## config.mk

```make
export PLATFORM = sky130hd
export DESIGN_NAME = pll_phase_ctrl
export DESIGN_NICKNAME = d
export VERILOG_FILES = /design/src/rtl/pll_phase_ctrl.sv
export SDC_FILE = /design/constraint.sdc
export NUM_CORES = 1
export LEC_CHECK = 0
export ABC_AREA = 1
export CAP_MARGIN = 20
export CORE_AREA = 2 2 78 80
export DETAILED_ROUTE_END_ITERATION = 8
export DIE_AREA = 0 0 80 82
export HOLD_SLACK_MARGIN = 0.1
export SYNTH_ARGS = -nofsm -noshare
export SYNTH_HDL_FRONTEND = slang
export SYNTH_SLANG_ARGS = --single-unit
```

## constraint.sdc

```tcl
create_clock -name clk -period 2.87 [get_ports clk]
set_input_delay 0.574 -clock clk [delete_from_list [all_inputs] [get_ports clk]]
set_output_delay 0.574 -clock clk [all_outputs]
set_load 0.005 [all_outputs]
```

## src/rtl/pll_phase_ctrl.sv

```systemverilog
// pll_phase_ctrl: ECP5 EHXPLLL reset/lock supervisor and dynamic phase-step sequencer.
// Clocked from the reference clock so it keeps running while the PLL is unlocked.
module pll_phase_ctrl #(
   parameter int RST_CYCLES         = 16,
   parameter int LOCK_STABLE_CYCLES = 1024,
   parameter int LOCK_TIMEOUT       = 65535,
   parameter int STEP_LOW           = 4,
   parameter int STEP_GAP           = 4
) (
   input  logic       clk,
   input  logic       reset,
   input  logic       pll_locked,
   output logic       pll_rst,
   output logic [1:0] phasesel,
   output logic       phasedir,
   output logic       phasestep,
   output logic       phaseloadreg,
   output logic       sys_rst,
   input  logic       req_valid,
   output logic       req_ready,
   input  logic [1:0] req_sel,
   input  logic       req_dir,
   input  logic [7:0] req_steps,
   output logic       step_done,
   output logic       lock_lost,
   output logic       fail,
   output logic       busy
);

   function automatic int max2(input int a, input int b);
      return (a > b) ? a : b;
   endfunction

   localparam int CMAX = max2(max2(RST_CYCLES, LOCK_STABLE_CYCLES),
                              max2(LOCK_TIMEOUT, max2(STEP_LOW, STEP_GAP)));
   localparam int CW   = $clog2(CMAX + 1);

   localparam logic [CW-1:0] C_RST = CW'(RST_CYCLES - 1);
   localparam logic [CW-1:0] C_LSC = CW'(LOCK_STABLE_CYCLES - 1);
   localparam logic [CW-1:0] C_TO  = CW'(LOCK_TIMEOUT - 1);
   localparam logic [CW-1:0] C_LOW = CW'(STEP_LOW - 1);
   localparam logic [CW-1:0] C_GAP = CW'(STEP_GAP - 1);

   localparam logic [2:0] S_RESET   = 3'd0;
   localparam logic [2:0] S_WAIT    = 3'd1;
   localparam logic [2:0] S_STABLE  = 3'd2;
   localparam logic [2:0] S_READY   = 3'd3;
   localparam logic [2:0] S_SETUP   = 3'd4;
   localparam logic [2:0] S_STEPLO  = 3'd5;
   localparam logic [2:0] S_STEPGAP = 3'd6;
   localparam logic [2:0] S_DONE    = 3'd7;

   logic          r_sync1;
   logic          r_sync2;
   logic [2:0]    r_state;
   logic [CW-1:0] r_cnt;
   logic [7:0]    r_rem;
   logic [1:0]    r_sel;
   logic          r_dir;
   logic          r_pll_rst;
   logic          r_sys_rst;
   logic          r_phasestep;
   logic          r_req_ready;
   logic          r_step_done;
   logic          r_lock_lost;
   logic          r_fail;
   logic          r_busy;

   logic [2:0]    w_state_nxt;
   logic [CW-1:0] w_cnt_nxt;
   logic          w_lock;
   logic          w_run;
   logic          w_accept;
   logic          w_lost;
   logic          w_timeout;
   logic          w_rem_dec;

   assign w_lock = r_sync2;
   assign w_run  = (r_state == S_READY)  || (r_state == S_SETUP) ||
                   (r_state == S_STEPLO) || (r_state == S_STEPGAP) ||
                   (r_state == S_DONE);

   always_comb begin
      w_state_nxt = r_state;
      w_cnt_nxt   = r_cnt + CW'(1);
      w_accept    = 1'b0;
      w_lost      = 1'b0;
      w_timeout   = 1'b0;
      w_rem_dec   = 1'b0;
      case (r_state)
         S_RESET: begin
            if (r_cnt == C_RST) begin
               w_state_nxt = S_WAIT;
               w_cnt_nxt   = '0;
            end
         end
         S_WAIT: begin
            if (w_lock) begin
               w_state_nxt = S_STABLE;
               w_cnt_nxt   = '0;
            end else if (r_cnt == C_TO) begin
               w_state_nxt = S_RESET;
               w_cnt_nxt   = '0;
               w_timeout   = 1'b1;
            end
         end
         S_STABLE: begin
            if (!w_lock) begin
               w_state_nxt = S_WAIT;
               w_cnt_nxt   = '0;
            end else if (r_cnt == C_LSC) begin
               w_state_nxt = S_READY;
               w_cnt_nxt   = '0;
            end
         end
         S_READY: begin
            w_cnt_nxt = '0;
            if (req_valid) begin
               w_accept    = 1'b1;
               w_state_nxt = (req_steps == 8'd0) ? S_DONE : S_SETUP;
            end
         end
         S_SETUP: begin
            if (r_cnt == C_GAP) begin
               w_state_nxt = S_STEPLO;
               w_cnt_nxt   = '0;
            end
         end
         S_STEPLO: begin
            if (r_cnt == C_LOW) begin
               w_state_nxt = S_STEPGAP;
               w_cnt_nxt   = '0;
               w_rem_dec   = 1'b1;
            end
         end
         S_STEPGAP: begin
            if (r_cnt == C_GAP) begin
               w_state_nxt = (r_rem != 8'd0) ? S_STEPLO : S_DONE;
               w_cnt_nxt   = '0;
            end
         end
         S_DONE: begin
            w_state_nxt = S_READY;
            w_cnt_nxt   = '0;
         end
         default: begin
            w_state_nxt = S_RESET;
            w_cnt_nxt   = '0;
         end
      endcase
      // Lock loss overrides any step in flight and any same-cycle handshake.
      if (w_run && !w_lock) begin
         w_state_nxt = S_RESET;
         w_cnt_nxt   = '0;
         w_lost      = 1'b1;
         w_accept    = 1'b0;
         w_rem_dec   = 1'b0;
      end
   end

   always_ff @(posedge clk or posedge reset) begin
      if (reset) begin
         r_sync1 <= 1'b0;
         r_sync2 <= 1'b0;
      end else begin
         r_sync1 <= pll_locked;
         r_sync2 <= r_sync1;
      end
   end

   always_ff @(posedge clk or posedge reset) begin
      if (reset) begin
         r_state <= S_RESET;
         r_cnt   <= '0;
         r_rem   <= 8'd0;
         r_sel   <= 2'd0;
         r_dir   <= 1'b0;
      end else begin
         r_state <= w_state_nxt;
         r_cnt   <= w_cnt_nxt;
         if (w_accept) begin
            r_sel <= req_sel;
            r_dir <= req_dir;
            r_rem <= req_steps;
         end else if (w_rem_dec) begin
            r_rem <= r_rem - 8'd1;
         end
      end
   end

   // Outputs are registered from the next state so the PLL pins never glitch.
   always_ff @(posedge clk or posedge reset) begin
      if (reset) begin
         r_pll_rst   <= 1'b1;
         r_sys_rst   <= 1'b1;
         r_phasestep <= 1'b1;
         r_req_ready <= 1'b0;
         r_step_done <= 1'b0;
         r_lock_lost <= 1'b0;
         r_fail      <= 1'b0;
         r_busy      <= 1'b1;
      end else begin
         r_pll_rst   <= (w_state_nxt == S_RESET);
         r_sys_rst   <= (w_state_nxt == S_RESET) ||
                        (w_state_nxt == S_WAIT) ||
                        (w_state_nxt == S_STABLE);
         r_phasestep <= (w_state_nxt != S_STEPLO);
         r_req_ready <= (w_state_nxt == S_READY);
         r_step_done <= (w_state_nxt == S_DONE);
         r_lock_lost <= w_lost;
         r_busy      <= (w_state_nxt != S_READY);
         if (w_timeout) begin
            r_fail <= 1'b1;
         end else if (w_state_nxt == S_READY) begin
            r_fail <= 1'b0;
         end
      end
   end

   assign pll_rst      = r_pll_rst;
   assign phasesel     = r_sel;
   assign phasedir     = r_dir;
   assign phasestep    = r_phasestep;
   assign phaseloadreg = 1'b1;
   assign sys_rst      = r_sys_rst;
   assign req_ready    = r_req_ready;
   assign step_done    = r_step_done;
   assign lock_lost    = r_lock_lost;
   assign fail         = r_fail;
   assign busy         = r_busy;

endmodule
```

# --- Word-level counts from Yosys, hierarchy flattened ---
# Cells that the tools add are included.
# W data, S select, Z words.
classes:
  add_sub_neg: 2
  multipliers: 0
  div_mod_pow: 0
  n_lt_le_gt_ge: 0
  n_eq_ne: 17
  shifts: 0
  muxes: 35
  bitwise: 0
  n_reduce_logical: 16
ops:
  columns: ["operator", "n"]
  rows:
  - ["$mux W16", 7]
  - ["$pmux W16 S5", 1]
  - ["$mux W3", 10]
  - ["$pmux W3 S8", 1]
  - ["$add A16 B1 Y16 const B", 1]
  - ["$eq A16 B10 Y1 const B", 1]
  - ["$eq A16 B16 Y1 const B", 1]
  - ["$eq A16 B2 Y1 const B", 1]
  - ["$eq A16 B4 Y1 const B", 1]
  - ["$mux W8", 2]
  - ["$eq A3 B3 Y1 const B", 5]
  - ["$eq A3 B2 Y1 const B", 4]
  - ["$mux W1", 12]
  - ["$logic_not A8 Y1", 1]
  - ["$reduce_bool A8 Y1", 1]
  - ["$sub A8 B1 Y8 const B", 1]
  - ["$eq A3 B1 Y1 const B", 2]
  - ["$logic_not A3 Y1", 2]
  - ["$logic_or A1 B1 Y1", 6]
  - ["$mux W2", 2]
  - ["$reduce_bool A2 Y1", 2]
  - ["$ne A3 B2 Y1 const B", 1]
  - ["$ne A3 B3 Y1 const B", 1]
  - ["$reduce_or A3 Y1", 1]
  - ["other kinds (3)", 3]
totals:
  reg_bits: 40
  latch_bits: 0
  ramBits: 0
  romBits: 0
  out_inout_bits: 12
  word_cells: 85
  n_memories: 0

# --- Depth between registers and ports, before layout ---
depth:
  word_depth: 10
  mapped_depth: 12
  ltp_nobuf: 12

# --- Worst setup path before layout ---
# Ideal clock, no wire load.
synth_path:
  path_type: "register to register"
  startpoint: "register r_cnt[0]"
  endpoint: "register r_cnt[11]"
  setup_ps: 121
  arrival_ps: 1518
  t_required_ps: 2749
  path_slack_ps: 1231
  path_stages_with_launch: 12
  path_buffers: 1
  period_less_slack_ps: 1639
  cell_sequence: "dfrtp_1 -> ha_1 -> inv_1 -> nor2_4 -> nand2_2 -> clkinv_2 -> nand3b_2 -> nand3_2 -> o2111ai_2 -> nand2_2 -> buf_6 -> nor2_2"
synth_between:
  elab_chain_len: 5
synth_lines:
  columns: ["item", "line", "source"]
  rows:
  - ["start, declared", "56", "logic [CW-1:0] r_cnt;"]
  - ["start signal, assigned", "180", "r_cnt <= w_cnt_nxt;"]
  - ["$add A16 B1 Y16, or another cell as far along", "85", "w_cnt_nxt = r_cnt + CW'(1);"]
  - ["$mux W16, on equally long branches", "111, 101", null]
  - ["$mux W16, on equally long branches", "108, 98", null]
  - ["$pmux W16 S5 (*)", "90", "case (r_state)"]
  - ["$mux W16 (*)", "152", "if (w_run && !w_lock) begin"]
  - ["net w_cnt_nxt[11]", "70", "logic [CW-1:0] w_cnt_nxt;"]
# The timed path passes the listed nets; every way through them passes the cells marked *.
# A chain may end at the register's enable or synchronous reset.

# --- Final worst setup path ---
layout_path:
  startpoint: "register r_cnt[0]"
  endpoint: "register r_cnt[7]"
# Same word-level chain as after synthesis.

==> metrics <==
clock transition at the registers of the reported paths=0.08 ns; clock buffer count from CTS=5; global-route wire length before repair=7.665 mm; Routed WL per cell=11.40 µm; CP Data Required Time=3.04 ns; Yosys warning total=0; largest net degree at the start of global routing=41; Setup Skew=0.002217 ns; setup ws final=0.9338 ns; Final Util=46.97%; Synth Instances=270; Final #Nets=320; die area=6560 µm²; top_reg_cell synth=dfrtp_1; distinct cell type count after synthesis=35; Synth Area per Inst=8.286 µm²; worst path arrival time=2.11 ns; WS Path Type=reg2reg; CTS max path bufs=2; Root Buffer=clkbuf_8; CP Launch Type=register; share of layout cells above drive strength 1=18.21%; Max VDD drop=0.2908 mV; Max Slew Vio Count=0; Clock Latency Late Sink=0.29 ns; Max-slew headroom=65.99%; period utilization=67.46%; Layout fillers=565; post-route ant nets=0; final setup violation count=0; Core Box Area=5746 µm²; EDFF count, synth=0; io pins=27; CTS resizes=0; worst-path maximum fanout=14; total track usage=15.13%; DRC Markers=0; pwr dens=813.2 nW/µm²; Lkg Pwr=1.246 nW; top area cells in the synthesized netlist=dfrtp_1 40%, nand2_1 10%, nor2_1 6.2%; max-cap viol count=0; Hold Vio Cnt, Final=0; Area Growth Syn to Fin=20.64%; PortBufs=25; Die Wd=80 µm; Post-CTS Setup Bufs=0; Placer Congestion=0.8598; sequential-to-total area share from yosys stat=44.97%; RSZ-0062 raised after global routing=false; Syn Nets=289; routed vias/inst=4.645; aggregate negative setup slack=0 ns; Mapped Area=2237 µm²; initial antenna violation count=0; post-synth top area share=40.27%; grt ovf=0; area leader, netlist=dfrtp_1; top-count cell post-synth=nand2_1; Post-CTS Hold Fix Bufs=0; Initial DRC Count=99; post-synthesis register bit count=40; run status=finished clean; setup slack, reg-to-reg=0.93 ns; Commonest cells post-synth=61 x nand2_1, 37 x nor2_1, 36 x dfrtp_1; FP Rows=28; Via Count=1751; Crit. End Element=register; fmax=0.5165 GHz; # diodes=0; minimum clock period=1.936 ns; Initial Util=38.94%; vias in the first global route=1734; worst-margin pin slew=0.5102 ns; post-DP HPWL=3.205 mm; CTS tree=done; CTS Sinks=40; Placement Setup Slack=0.7044 ns; Async S/R FF share, synth=100.0%; final wirelength=4.297 mm; die height=82 µm; H-tree depth=2; Pre-antenna DRT Iters=4; min-delay worst type=reg2reg
-- worst paths after layout --
check                           endpoint     start  cells after the start
worst max register to register  r_cnt[7]  r_cnt[0]                     10
worst min-delay path             r_sync2   r_sync1                      0
worst min register to register   r_sync2   r_sync1                      0
max in group asynchronous        pll_rst     reset                      3
worst max-delay path            r_cnt[7]  r_cnt[0]                     10
min in group asynchronous       r_cnt[2]     reset                      3
-- critical path: stages, from the launching register on --
cell,delay [ns]
dfrtp_1,0.42
ha_1,0.23
inv_1,0.08
nor2_4,0.15
nand2_2,0.09
clkinv_2,0.08
nand3b_2,0.10
nand3_2,0.08
o2111ai_2,0.14
nand2_2,0.36
nor3_1,0.08
-- kinds of logic (layout without fill, tap and decap cells) --
logic type | Yosys count | after routing | share of synthesized area (%)
other | 1 | 1 | 0.1676
flip-flops | 40 | 40 | 44.97
buffers and inverters | 38 | 70 | 6.991
XOR/XNOR | 11 | 11 | 4.306
adder cells (fa/ha/maj) | 4 | 4 | 2.237
AO/OA/AOI/OAI | 22 | 22 | 7.047
AND/OR/NAND/NOR | 154 | 154 | 34.28
-- flip-flops by register name, summed over array words and instances (netlist names), 2 cells and up --
signal	count
r_cnt	16
r_state	3
r_rem	8
phasesel	2
-- layout make-up --
type	instances	area (µm²)	share of cell area, %
clock buffers	7	96.34	3.570
repair buffers	27	265.3	9.828
inverters	35	132.6	4.914
well taps	75	93.84	3.477
flip-flops and latches	40	1006	37.27
clock inverters	1	30.03	1.113
multi-input cells	192	1075	39.82
-- power by group --
group,switching [mW],internal (mW)
logic,0.504,0.340
registers,0.124,0.720
clock network,0.200,0.307
-- cells in the final DEF (no fill, tap or decap), drive strengths merged, types with 6 or more instances in the layout --
master,n
clkbuf,7
dfrtp,36
a21oi,7
nand3,15
clkdlybuf4s50,25
o211ai,7
inv,34
nand2,68
nor2,55
nor3,9
xor2,6
-- metal layers --
| metal | part of all wire (%) | global-route usage [%] | up-vias |
|---|---|---|---|
| met2 | 49 | 26.92 | 23 |
| met4 | 1.4 | 5.593 | 0 |
| met1 | 46 | 17.66 | 808 |
| li1 | - | - | 913 |
| met3 | 3.4 | 3.736 | 7 |
| met5 | 0 | 0 | - |
-- through the flow --
step	total power, mW	instance area [µm²]	instances	hold slack, ns
final	2.195	2699	377	0.3544
after global routing	2.377	2699	377	0.3644
after CTS	2.226	2699	377	0.3578
after detailed placement	1.712	2572	369	0.3389
after global placement	1.693	2572	369	0.3408
after floorplan	1.479	2237	270	0.3312
(Power assumes the default switching activity.)
